<file path="config.mk">
export PLATFORM = sky130hd
export DESIGN_NAME = vend_output_handler
export DESIGN_NICKNAME = d
export VERILOG_FILES = /design/src/rtl/vend_output_handler.sv
export SDC_FILE = /design/constraint.sdc
export NUM_CORES = 1
export LEC_CHECK = 0
export BUFFER_PORTS_ARGS = -buffer_cell sky130_fd_sc_hd__clkbuf_2
export CAP_MARGIN = 10
export CORE_MARGIN = 5
export CORE_UTILIZATION = 40
export CTS_BUF_LIST = sky130_fd_sc_hd__clkbuf_8
export DETAILED_ROUTE_END_ITERATION = 8
export GPL_TIMING_DRIVEN = 0
export PLACE_DENSITY = 0.66
export SLEW_MARGIN = 20
export SYNTH_ARGS = -nofsm -noshare
export SYNTH_HDL_FRONTEND = slang
export SYNTH_SLANG_ARGS = --single-unit
export TNS_END_PERCENT = 100
</file>
<file path="constraint.sdc">
create_clock -name clk -period 1.6 [get_ports clk]
set_clock_uncertainty 0.2 [all_clocks]
set_input_delay 0.32 -clock clk [delete_from_list [all_inputs] [get_ports clk]]
set_output_delay 0.32 -clock clk [all_outputs]
set_load 0.03 [all_outputs]
</file>
<file path="src/rtl/vend_output_handler.sv">
// Output stage of the vending datapath: registered item decode and change
// calculation. On a completed transaction exactly one item is dispensed and
// change is returned; insufficient funds refund the full amount instead.
module vend_output_handler #(
    parameter int MONEY_W = 8
) (
    input  logic               clk,
    input  logic               rst_n,
    input  logic               end_trans,
    input  logic [MONEY_W-1:0] sum_money,
    input  logic [MONEY_W-1:0] price,
    input  logic [1:0]         item_select,
    output logic               item_1,
    output logic               item_2,
    output logic               item_3,
    output logic               item_4,
    output logic [MONEY_W-1:0] change
);

    logic [3:0]         items_d, items_q;
    logic [MONEY_W-1:0] change_d, change_q;

    // Money to return: the difference when funds cover the price, otherwise
    // the whole amount. The subtraction is only taken when it cannot wrap.
    function automatic logic [MONEY_W-1:0] change_amount(
        input logic [MONEY_W-1:0] money,
        input logic [MONEY_W-1:0] cost
    );
        if (money >= cost) begin
            return money - cost;
        end
        return money;
    endfunction

    // One-hot item decode for a given select code.
    function automatic logic [3:0] item_onehot(input logic [1:0] sel);
        logic [3:0] oh;
        oh = 4'b0000;
        oh[sel] = 1'b1;
        return oh;
    endfunction

    // Next-state decode: dispense only on a funded transaction, idle clears all.
    always_comb begin
        items_d  = 4'b0000;
        change_d = '0;
        if (end_trans) begin
            change_d = change_amount(sum_money, price);
            if (sum_money >= price) begin
                items_d = item_onehot(item_select);
            end
        end
    end

    // Output registers; reset clears them immediately without a clock.
    always_ff @(posedge clk or negedge rst_n) begin
        if (!rst_n) begin
            items_q  <= 4'b0000;
            change_q <= '0;
        end else begin
            items_q  <= items_d;
            change_q <= change_d;
        end
    end

    assign item_1 = items_q[0];
    assign item_2 = items_q[1];
    assign item_3 = items_q[2];
    assign item_4 = items_q[3];
    assign change = change_q;

endmodule

</file>
# ---- Word level (Yosys, flattened, before mapping)
# Index checks and enable logic that the tools add are counted.
dict set report classes {
  addsub 1
  mul 0
  div 0
  order_cmp 3
  eq_ne 0
  n_shift 0
  n_mux 9
  bitwise 0
  n_reduce_logical 1
}
# operator count
set ops {}
lappend ops {{8-bit two-way mux} 3}
lappend ops {{8-bit >= comparator} 1}
lappend ops {{4-bit two-way mux} 2}
lappend ops {{8-bit subtractor} 1}
lappend ops {{2-bit by 3-bit < comparator with 1-bit output (second input constant)} 1}
lappend ops {{1-bit two-way mux} 3}
lappend ops {{1-bit demux with 2-bit select} 1}
lappend ops {{2-bit by 1-bit >= comparator with 1-bit output (second input constant)} 1}
lappend ops {{1-bit logical AND} 1}
dict set report totals {
  register_bits 12
  latchBits 0
  mem_bits_rw 0
  mem_bits_ro 0
  output_inout_bits 12
  mem_count 0
}

# ---- Depth between registers and ports, before layout
dict set report depth {
  depth_word 6
  ltp_mapped 8
  ltp_nobuf 8
}

# ---- Least setup slack after synthesis
# OpenSTA, ideal clock, no wires.
dict set report synth_path {
  kind {input-to-reg}
  start {in sum_money[0]}
  end {reg change_q[3] (netlist: change[3])}
  setup_time_ps 77
  t_arrival_ps 1830
  path_slack_ps -507
  cell_stages 8
  n_path_buf 0
  path_cell_list {inv_1 -> ha_1 -> fa_1 -> and2b_2 -> o22a_4 -> o21ai_4 -> a211o_2 -> a21oi_1}
}
dict set report synth_between {
  elab_chain_len 5
}
# element line
set synth_lines {}
lappend synth_lines {{from (decl)} 10} ;# input logic [MONEY_W-1:0] sum_money,
lappend synth_lines {{8-bit >= comparator} 29} ;# if (money >= cost) begin
lappend synth_lines {{1-bit two-way mux} 29}
lappend synth_lines {{1-bit two-way mux} 47} ;# if (end_trans) begin
lappend synth_lines {{8-bit two-way mux (*)} 32} ;# return money;
lappend synth_lines {{8-bit two-way mux (*)} 47}
lappend synth_lines {{net change_d[3]} 21} ;# logic [MONEY_W-1:0] change_d, change_q;
lappend synth_lines {{to (signal assigned)} 62} ;# change_q <= change_d;
lappend synth_lines {{to (decl)} 21}
# Mark *: on every way through the listed nets, which the timed path passes. The rest lies on a longest branch. The select of a mux whose other input is x is not followed.

# ---- Worst setup path after layout
# Same ends and word-level chain as after synthesis.

==> run_results.csv <==
group,metric,value,unit
synth,synth_top_area_share,32.0,%
pwr,p_leak,0.659,nW
final_layout,n_fill_cell,198,
pwr,total_power,1.03,mW
routing,drc,0,
synth,synthCells,101,
floorplanning,core_area,2230,µm²
pwr,clockPowerShare,24.6,%
sta,slew_violations,0,
routing,avgRoutedWirePerCell,13.1,µm
final_layout,final_core_util,61.0,%
synth,syn-mean-instance-area,9.29,µm²
routing,via_per_inst,5.36,
final_layout,diodes,0,
pwr,peakVddDrop,0.470,mV
floorplanning,core.rowCount,17,
routing,firstDrtPassIters,4,
sta,setup_ws,-0.346,ns
outcome,failed_checks,"negative setup slack",
clock_tree,cts_tree,"yes",
place,gp_congestion,0.781,
place,placed_cells,161,
clock_tree,cts-root-buf,"clkbuf_8",
place,numPortBuffers,32,
floorplanning,io_pins,33,
clock_tree,cts_sinks,12,
job,maxCapViolCount,0,
grt,grt_pass1_vias,862,
grt,grt_first_pass_wirelength,3.85,mm
grt,grtUsageTotal,14.2,%
sta,hold_violations,0,
sta,worstMarginPinSlew,0.690,ns
pwr,p_sw_share,33.9,%
pwr,seq_power_share,32.5,%
final_layout,finalNetCount,172,
worst_hold_path,min_path_type,"in2reg",
setup_path,critPathRequiredTime,1.56,ns
synth,syn_area,938,µm²
synth,ys_ff_latch,12,
synth,yosysTopAreaCell,"dfrtp_1",
final_layout,area_growth,45.2,%
sta,fin_crit,1.95,ns
synth,synthTopCellsByArea,"dfrtp_1, ha_1, inv_1",
final_layout,fin_cells,168,
floorplanning,die-area,3410,µm²
setup_path,end_kind,"register",
clock_tree,cts_inserted_buffers,3,
floorplanning,die_w,58.4,µm
setup_path,start_kind,"primary input",
grt,grt_overflow,0,
final_layout,seq_area,300,µm²
sta,setup_viol,12,
routing,wl,2.19,mm
place,dp_hpwl,1.77,mm
synth,yosysWarnings,0,
final_layout,layout-drive-gt1-share,47.9,%
routing,route.vias.total,900,
sta,slew_headroom,54.0,%
pwr,p_comb_share,42.8,%
pwr,power_density,756,nW/µm²
setup_path,path_class,"in2reg",
pwr,p_int,681,µW
sta,finalCritPeriodShare,122,%
clock_tree,clk_path_buf_depth,2,
setup_path,crit_fanout,7,
setup_path,cp.arrival,1.91,ns
grt,grt_max_degree,13,
sta,rsz0062_at_grt,"yes",
sta,fin_hold_ws,0.0902,ns
synth,seq_area_frac_synth,32.0,%
routing,ant_nets,0,
outcome,status,"finished with violations",
clock_tree,clk_pin_slew_worst_paths,0.04,ns
floorplanning,die_h,58.4,µm
floorplanning,start_util,42.0,%
final_layout,multi_input_area,713,µm²
sta,max_freq,0.514,GHz
pwr,p_switching,349,µW
clock_tree,htree_levels,1,
routing,drt_iter0_markers,8,
synth,synth_cell_types,39,
synth,syn-num-nets,131,
grt,grt_antenna_before_repair,0,
cells by family after synthesis:
group           Yosys count  share of synthesized area (%)
flops                    12                           32.0
mux                       1                           1.20
xor+xnor                  2                           1.87
compound gates           31                           25.5
buf+inv                  13                           5.20
simple gates             33                           21.5
fa+ha+maj                 9                           12.8
cell type report:
type / instances / area share [%]
multi-input cells: 76 / 52.3
flip-flops and latches: 12 / 22.0
repair buffers: 36 / 15.9
inverters: 13 / 4.13
clock buffers: 3 / 3.03
well taps: 28 / 2.57
routing by layer:
layer  vias up  share of wire, %  track usage [%]
met4         0              0.64             4.97
met1       416                41             17.6
li1        454                 -                -
met2        28                52             24.4
met3         2               6.0             2.85
met5         -                 0                0
cell usage in the layout, fill, tap and decap left out, types with 2 or more instances in the layout:
| master | count |
|---|---|
| nand3_1 | 5 |
| nand2_1 | 5 |
| dfrtp_1 | 12 |
| clkbuf_2 | 31 |
| a21oi_2 | 4 |
| nor3b_1 | 2 |
| clkbuf_8 | 3 |
| buf_4 | 2 |
| and3b_1 | 2 |
| a21oi_1 | 5 |
| inv_1 | 12 |
| ha_2 | 2 |
| nor3b_2 | 2 |
| o21ai_4 | 2 |
| ha_1 | 5 |
| o21ai_1 | 4 |
| nand2b_1 | 3 |
| nor3_1 | 4 |
| a211oi_1 | 2 |
sequential cells by signal (all words and copies together), names as in the netlist:
signal / cells
change: 8
items_q: 4
synth_stat cells (all sizes together):
master    n
o22ai     1
o221ai    1
nand3     6
nand4     1
fa        1
mux2      1
o21a      1
dfrtp    12
or2       1
and4      1
a21oi     9
xor2      1
a2111oi   1
nand2b    3
nor4b     1
a211oi    4
and3b     2
ha        8
and2b     1
o22a      1
o311ai    1
a221o     1
o32ai     1
o21ai     7
a21o      1
inv      13
xnor2     1
nand2     6
a21boi    1
a211o     1
nor2b     1
nor3b     4
nor3      5
nor2      1
worst max-delay path, cell delays in order:
cell       delay (ns)
clkbuf_16        0.11
inv_8            0.03
ha_4             0.15
fa_2             0.34
and2b_2          0.24
o22a_4           0.18
o21ai_4          0.10
a211o_2          0.32
a21oi_2          0.12
what timing repair did:
item	in CTS	in global routing
cloned	0	0
hold endpoints to repair	12	0
hold buffers	1	0
pin swaps	12	4
setup buffers	2	1
gates resized for setup	13	9
setup endpoints to repair	12	12
final timing paths:
kind / start / slack [ns] / to / cells after the start
min in group asynchronous: rst_n / 0.29 / change[4] / 2
max in group asynchronous: rst_n / 0.69 / change[0] / 2
worst min-delay path: item_select[0] / 0.09 / items_q[2] / 2
worst max-delay path: sum_money[0] / -0.35 / change[3] / 9
power groups by stage:
stage	Combinational [mW]	Sequential [mW]	Clock [mW]
5_1_grt	0.484	0.337	0.290
2_1_floorplan	0.212	0.394	0
3_5_place_dp	0.371	0.340	0
6_report	0.442	0.335	0.254
4_1_cts	0.412	0.335	0.264
3_3_place_gp	0.366	0.339	0
per-stage QoR:
step | instance area, µm² | TNS, ns | worst slack [ns]
4_1_cts | 1300 | -3.23 | -0.330
3_5_place_dp | 1180 | -6.86 | -0.685
5_1_grt | 1360 | -4.15 | -0.402
6_report | 1360 | -3.47 | -0.346
3_3_place_gp | 1180 | -6.82 | -0.702
2_1_floorplan | 983 | -3.34 | -0.407
Power figures use the tool's default switching activity.
